[config.mk]
export PLATFORM = sky130hd
export DESIGN_NAME = mult_share_arbiter
export DESIGN_NICKNAME = d
export VERILOG_FILES = /design/src/rtl/mult_share_arbiter.sv
export SDC_FILE = /design/constraint.sdc
export NUM_CORES = 1
export LEC_CHECK = 0
export CAP_MARGIN = 5
export CORE_ASPECT_RATIO = 1.5
export CORE_MARGIN = 8
export CORE_UTILIZATION = 50
export DETAILED_ROUTE_END_ITERATION = 6
export GPL_TIMING_DRIVEN = 0
export HOLD_SLACK_MARGIN = 0.1
export PLACE_DENSITY = 0.85
export REMOVE_ABC_BUFFERS = 1
export SYNTH_ARGS = -nofsm -noshare
export SYNTH_HDL_FRONTEND = slang
export SYNTH_SLANG_ARGS = --single-unit
[constraint.sdc]
create_clock -name clk -period 16 [get_ports clk]
set_input_delay 1.6 -clock clk [delete_from_list [all_inputs] [get_ports clk]]
set_output_delay 1.6 -clock clk [all_outputs]
set_load 0.01 [all_outputs]
[src/rtl/mult_share_arbiter.sv]
// Round-robin arbiter sharing one 2-stage signed Q-format multiplier among NUM_REQ requesters.
// Products leave in grant order, tagged with the requester ID, and stall as a whole under backpressure.
module mult_share_arbiter #(
  parameter int NUM_REQ   = 4,
  parameter int ID_W      = 2,
  parameter int DATA_SIZE = 16,
  parameter int QUAN_SIZE = 8
) (
  input  logic                           clk,
  input  logic                           rst_n,
  input  logic [NUM_REQ-1:0]             req_valid,
  input  logic [NUM_REQ*DATA_SIZE-1:0]   req_a,
  input  logic [NUM_REQ*DATA_SIZE-1:0]   req_b,
  output logic [NUM_REQ-1:0]             req_ready,
  output logic                           out_valid,
  output logic signed [DATA_SIZE-1:0]    out_data,
  output logic [ID_W-1:0]                out_id,
  input  logic                           out_ready,
  output logic                           busy
);

  // Keep the Q-format window of the full product: floor toward -inf, overflow wraps.
  function automatic logic signed [DATA_SIZE-1:0] trunc_q(
    input logic signed [2*DATA_SIZE-1:0] prod
  );
    return prod[QUAN_SIZE+DATA_SIZE-1:QUAN_SIZE];
  endfunction

  logic [ID_W-1:0]                ptr_q, ptr_d;
  logic                           adv;
  logic                           gnt_found;
  logic [ID_W-1:0]                gnt_idx;
  logic [ID_W-1:0]                cand;
  logic [NUM_REQ-1:0]             grant;

  logic                           vld_p1_q, vld_p1_d;
  logic signed [DATA_SIZE-1:0]    a_p1_q, a_p1_d;
  logic signed [DATA_SIZE-1:0]    b_p1_q, b_p1_d;
  logic [ID_W-1:0]                id_p1_q, id_p1_d;
  logic signed [2*DATA_SIZE-1:0]  prod_p1;

  logic                           vld_p2_q, vld_p2_d;
  logic signed [DATA_SIZE-1:0]    data_p2_q, data_p2_d;
  logic [ID_W-1:0]                id_p2_q, id_p2_d;

  assign adv = !vld_p2_q || out_ready;

  // Grant search starts at the pointer and wraps; it looks only at valids, never at operands.
  always_comb begin
    grant     = '0;
    gnt_found = 1'b0;
    gnt_idx   = '0;
    cand      = '0;
    if (adv && rst_n) begin
      for (int k = 0; k < NUM_REQ; k++) begin
        cand = ID_W'((int'(ptr_q) + k) % NUM_REQ);
        if (!gnt_found && req_valid[cand]) begin
          gnt_found = 1'b1;
          gnt_idx   = cand;
        end
      end
    end
    if (gnt_found) grant[gnt_idx] = 1'b1;
  end

  assign req_ready = grant;

  always_comb begin
    ptr_d = ptr_q;
    if (gnt_found) ptr_d = (gnt_idx == ID_W'(NUM_REQ - 1)) ? '0 : gnt_idx + 1'b1;
  end

  // Stage 1: capture the granted operand pair
  always_comb begin
    vld_p1_d = vld_p1_q;
    a_p1_d   = a_p1_q;
    b_p1_d   = b_p1_q;
    id_p1_d  = id_p1_q;
    if (adv) begin
      vld_p1_d = gnt_found;
      a_p1_d   = req_a[gnt_idx*DATA_SIZE +: DATA_SIZE];
      b_p1_d   = req_b[gnt_idx*DATA_SIZE +: DATA_SIZE];
      id_p1_d  = gnt_idx;
    end
  end

  assign prod_p1 = (2*DATA_SIZE)'(a_p1_q) * (2*DATA_SIZE)'(b_p1_q);

  // Stage 2: multiply and truncate into the output register
  always_comb begin
    vld_p2_d  = vld_p2_q;
    data_p2_d = data_p2_q;
    id_p2_d   = id_p2_q;
    if (adv) begin
      vld_p2_d  = vld_p1_q;
      data_p2_d = trunc_q(prod_p1);
      id_p2_d   = id_p1_q;
    end
  end

  always_ff @(posedge clk or negedge rst_n) begin
    if (!rst_n) begin
      ptr_q     <= '0;
      vld_p1_q  <= 1'b0;
      vld_p2_q  <= 1'b0;
      data_p2_q <= '0;
      id_p2_q   <= '0;
    end else begin
      ptr_q     <= ptr_d;
      vld_p1_q  <= vld_p1_d;
      vld_p2_q  <= vld_p2_d;
      data_p2_q <= data_p2_d;
      id_p2_q   <= id_p2_d;
    end
  end

  // Stage-1 operands are qualified by vld_p1_q, so they need no reset.
  always_ff @(posedge clk) begin
    a_p1_q  <= a_p1_d;
    b_p1_q  <= b_p1_d;
    id_p1_q <= id_p1_d;
  end

  assign out_valid = vld_p2_q;
  assign out_data  = data_p2_q;
  assign out_id    = id_p2_q;
  assign busy      = vld_p1_q || vld_p2_q;

endmodule

# --- Yosys cells after proc, flatten, opt, wreduce, memory -nomap -nowiden ---
# Cells that the tools add are included.
word_totals:
  register_bits: 56
  word_cells: 58
  input_bits: 135
  out_inout_bits: 24
classes:
  reduce_logical: 11
  n_eq_ne: 1
  multipliers: 1
  shift: 2
  order_cmp: 6
  addsub: 4
  muxes: 25
op_table:
  columns: ["cell", "count"]
  rows:
  - ["$shiftx A64 B7 Y16", 2]
  - ["$mul A16 B16 Y24", 1]
  - ["$lt A2 B3 Y1 const B", 5]
  - ["$mux W1", 13]
  - ["$mux W2", 6]
  - ["$bmux W1 S2", 4]
  - ["$logic_and A1 B1 Y1", 5]
  - ["$add A2 B1 Y2 const B", 2]
  - ["$add A2 B2 Y2 const B", 2]
  - ["$logic_not A1 Y1", 4]
  - ["$mux W4", 1]
  - ["$demux W1 S2", 1]
  - ["$eq A2 B2 Y1 const B", 1]
  - ["$ge A2 B1 Y1 const B", 1]
  - ["$logic_or A1 B1 Y1", 2]

# --- Logic depth before layout (Yosys ltp) ---
logic_depth:
  ltp_word: 21
  mapped_depth: 22

# --- Least setup slack after synthesis ---
# Ideal clock, no wire load.
synth_path:
  path_type: "register -> register"
  start: "register b_p1_q[7]"
  end: "register data_p2_q[13], in the netlist out_data[13]"
  setup_ns: 0.095
  path_slack_ns: 10.361
  n_path_buf: 2
  path_stages_with_launch: 21
  t_required_ns: 15.905
  synth_period_minus_slack_ns: 5.639
  arrival_ns: 5.544
  cell_sequence: "edfxtp_1 clkbuf_1 clkbuf_1 nand2_1 fa_1 inv_1 fa_1 inv_1 fa_1 inv_1 fa_1 fa_1 fa_1 ha_1 a21oi_1 o21ai_0 o31a_1 and2_1 and4_1 o21a_1 o31ai_1"
synth_between:
  elab_chain_len: 1
synth_lines:
  columns: ["item", "line_no", "rtl"]
  rows:
  - ["start, declared", "38", "logic signed [DATA_SIZE-1:0] b_p1_q, b_p1_d;"]
  - ["start signal, assigned", "120", "b_p1_q <= b_p1_d;"]
  - ["$mul A16 B16 Y24", "87", "assign prod_p1 = (2*DATA_SIZE)'(a_p1_q) * (2*DATA_SIZE)'(b_p1_q);"]
  - ["end signal, assigned", "112", "data_p2_q <= data_p2_d;"]
  - ["end, declared", "43", "logic signed [DATA_SIZE-1:0] data_p2_q, data_p2_d;"]
# No other way between the ends.
# A chain may end at the register's enable or synchronous reset.

# --- Worst setup path in the final report ---
layout_path:
  start: "input out_ready"
  end: "output req_ready[0]"
layout_between:
  elab_chain_len: 8
  word_cells_on_any_way: 10
layout_lines:
  columns: ["item", "line_no", "rtl"]
  rows:
  - ["start, declared", "18", "input logic out_ready,"]
  - ["$logic_or A1 B1 Y1 (*)", "46", "assign adv = !vld_p2_q || out_ready;"]
  - ["$logic_and A1 B1 Y1 (*)", "54", "if (adv && rst_n) begin"]
  - ["$mux W2", "54", null]
  - ["$lt A2 B3 Y1 (not written as such) / $ge A2 B1 Y1 (equally long branches)", "63", "if (gnt_found) grant[gnt_idx] = 1'b1;"]
  - ["$logic_and A1 B1 Y1 (not written as such)", "63", null]
  - ["$mux W1 (not written as such)", "63", null]
  - ["$demux W1 S2", "63", null]
  - ["$mux W4 (*)", "63", null]
  - ["end, declared", "14", "output logic [NUM_REQ-1:0] req_ready,"]
# Every way passes the cells marked *; elsewhere a longest branch is shown, timed or not.

==> flow_metrics.tcl <==
set metrics [dict create \
    status "completed" \
    syn2layout_area_growth_pct 18.3 \
    cp_top_family "buffers and inverters" \
    drc 0 \
    worstSetupPathType "in2out" \
    muxShareOfSynthArea_pct 3.15 \
    grt_pass1_vias 9632 \
    cpPeakStageDelay_ps 710 \
    postSynthAreaPerCell_um2 9.23 \
    tightestPinTransition_ps 1030 \
    synth_top_family_by_area "adder cells" \
    synth-edff-count 34 \
    clock_skew_ps 12.7 \
    portBuffers 158 \
    reg2reg_depth 18 \
    postCtsHoldBufs 0 \
    ys_seq_area_share_pct 14.9 \
    reg2reg_to "out_data[13]" \
    crit_buf_inv 5 \
    finalSetupViolCount 0 \
    synth_cell_types 51 \
    synth_flop_cell "edfxtp_1" \
    io-pin-count 159 \
    synth_seq_cells 56 \
    path_max_fanout 59 \
    root_buffer "clkbuf_16" \
    nets 1655 \
    synth_area_leader_cell "fa_1" \
    min_from "id_p1_q[1]" \
    syn-cell-area_um2 10500 \
    grt-ovfl-total 0 \
    drtIter0Drc 433 \
    min_delay_path_depth 2 \
    fillers 1723 \
    path_clk_slew_ps 80 \
    insertion_delay_ps 310 \
    cts_buffers 5 \
    setup-tns-final_ps 0 \
    async_reset_ff_share_pct 39.3 \
    synthSimpleGateAreaFrac_pct 15.5 \
    hold_path_end "out_id[1]" \
    rsz0062_at_grt "no" \
    ant_nets 0 \
    cap_violations 0 \
    period_needed_ps 6520 \
    cp-start-kind "input pin" \
    reg2reg_slack_ps 9810 \
    die_w_um 135 \
    min_period_over_period_pct 40.8 \
    worstPathRequired_ps 14400 \
    path_cells "clkdlybuf4s50_1 -> nor2b_2 -> clkinv_4 -> nand2_2 -> a221oi_4 -> buf_16 -> inv_1 -> ha_1 -> and2_1 -> clkdlybuf4s50_1" \
    viasPerCell 5.46 \
    slew_viol_final 0 \
    min-delay-path-class "reg2reg" \
    drive_gt1_share_pct 1.82 \
    syn_inst 1141 \
    r2r_start "b_p1_q[1]" \
    cts_resized 0 \
    critical_path_arrival_ps 4920 \
    first_pass_iters 5 \
    slew_headroom_pct 31.6 \
    grt_max_degree 60 \
    cts_tree "done" \
    place_hpwl_um 21800 \
    post_drt_wl_per_cell_um 17.3 \
    vias 8350 \
    synth_xor_xnor_area_share_pct 2.87 \
    crit_top_cell "clkdlybuf4s50_1" \
    start_util_pct 50.4 \
    rows 65 \
    cp-end-kind "output port" \
    synthAdderAreaFrac_pct 44.1 \
    clock_path_buffers 2 \
    synth_compound_area_share_pct 8.01 \
    grt_usage_pct 21.0 \
    core_um2 20900 \
    synth_warnings 0 \
    fmax_mhz 153 \
    grt_pass1_wl_um 44300 \
    antenna_found_initial 0 \
    yosys.area.top_type_share_pct 35.3 \
    dieArea_um2 26100 \
    hold_viol_final 0 \
    htreeDepth 2 \
    gp_congestion 0.886 \
    cp_slowest_cell "nor2b_2" \
    cts.sinks 56 \
    routed_wirelength_um 26500 \
    post_cts_buffers 0 \
    synth_area_leaders "fa_1 (35%), edfxtp_1 (9.7%), ha_1 (8.8%), inv_1 (8.6%), and2_1 (5.6%)" \
    dieHeight_um 194 \
]
==> area by class of cell <==
class / count / area (um^2) / share of cell area, %
Clock buffer: 6 / 129 / 1.03
Inverter: 243 / 917 / 7.36
Sequential cell: 56 / 1570 / 12.6
Multi-Input combinational cell: 788 / 7780 / 62.4
Tap cell: 268 / 335 / 2.69
Clock inverter: 2 / 15.0 / 0.120
Antenna cell: 1 / 2.50 / 0.0201
Timing Repair Buffer: 166 / 1710 / 13.8
==> synthesized netlist by cell type (2+ instances only) <==
cell      number
inv_1        242
o21a_1         6
xor2_1        11
a21o_1         6
nor3b_1        2
clkbuf_1      39
buf_2          7
buf_6          3
ha_1          74
mux2i_1       32
o21ai_0       12
nand2b_1       7
and2b_1        2
and2_1        94
xnor2_1       21
a21oi_1       57
nor3_1         4
and3_1         2
fa_1         186
nand3_1        4
nor2b_1       33
and4_1         2
nor2_1        25
buf_4          2
nand4_1        2
edfxtp_1      34
o31ai_1        3
nand2_1      148
dfrtp_1       22
buf_12         2
or2_2          2
a211oi_1      35
a211o_1        2
==> stage by stage <==
| stage | hold WS, ps | utilization (%) | instance area (um^2) | cells | setup WS [ps] |
|---|---|---|---|---|---|
| 6_report | 467 | 59.6 | 12500 | 1530 | 9480 |
| 5_1_grt | 499 | 59.6 | 12500 | 1529 | 9190 |
| 4_1_cts | 486 | 59.6 | 12400 | 1528 | 9370 |
| 3_5_place_dp | 459 | 58.9 | 12300 | 1520 | 9350 |
| 3_3_place_gp | 425 | 58.2 | 12200 | 1513 | 4660 |
| 2_1_floorplan | 422 | - | 10200 | 1087 | 7660 |
==> worst reg2reg max path: stages (launching register included) <==
cell      delay (ps)
edfxtp_1         740
nand2_1          220
fa_1             540
fa_1             540
inv_1             50
fa_1             520
inv_1             60
fa_1             560
fa_1             440
fa_1             500
inv_1             40
ha_1             330
a21oi_1          170
o21ai_0          170
o31a_1           380
and2_1           220
and4_1           240
o21a_1           180
o31ai_1          190
==> cells by family after synthesis <==
| kind of cell | count (synthesis) |
|---|---|
| XOR/XNOR | 33 |
| AND/OR/NAND/NOR | 330 |
| adder cells (fa/ha/maj) | 260 |
| flip-flops | 56 |
| buffers and inverters | 297 |
| multiplexers | 33 |
| AO/OA/AOI/OAI | 132 |
==> cells in the final DEF (no fill, tap or decap), types with 2 or more instances in the layout <==
cell / instances
inv_1: 242
fa_1: 186
clkdlybuf4s50_1: 158
nand2_1: 148
and2_1: 94
ha_1: 74
a21oi_1: 57
a211oi_1: 35
edfxtp_1: 34
mux2i_1: 32
nor2b_1: 32
nor2_1: 25
dfrtp_1: 22
xnor2_1: 21
o21ai_0: 12
xor2_1: 11
nand2b_1: 7
buf_8: 7
a21o_1: 6
o21a_1: 6
clkbuf_16: 5
nor3_1: 4
nand3_1: 4
o31ai_1: 3
nand4_1: 2
a211o_1: 2
clkinv_4: 2
and2b_1: 2
or2_2: 2
and3_1: 2
and4_1: 2
nor3b_1: 2
==> registers in the layout, summed over array words and instances (netlist names) <==
name	flops
a_p1_q	16
b_p1_q	16
out_data	16
id_p1_q	2
out_id	2
ptr_q	2
out_valid	1
vld_p1_q	1
==> metal layers <==
layer	vias up	GRT usage (%)	part of all wire, %
met3	127	3.22	5.0
met5	-	0	0
met2	335	39.8	55
met1	4149	20.7	34
li1	3739	-	-
met4	0	12.5	5.7
==> worst max path at each step <==
stage	start	endpoint	slack [ps]	depth (start not counted)
final	out_ready	req_ready[0]	9480	10
after global routing	out_ready	req_ready[1]	9190	10
after CTS	rst_n	req_ready[0]	9370	8
after detailed placement	rst_n	req_ready[0]	9350	8
after global placement	rst_n	req_ready[3]	4660	6
after floorplan	out_ready	req_ready[1]	7660	7
Power is not shown: default switching activity piles up to over one toggle a cycle in this logic, so the estimate is an artifact.
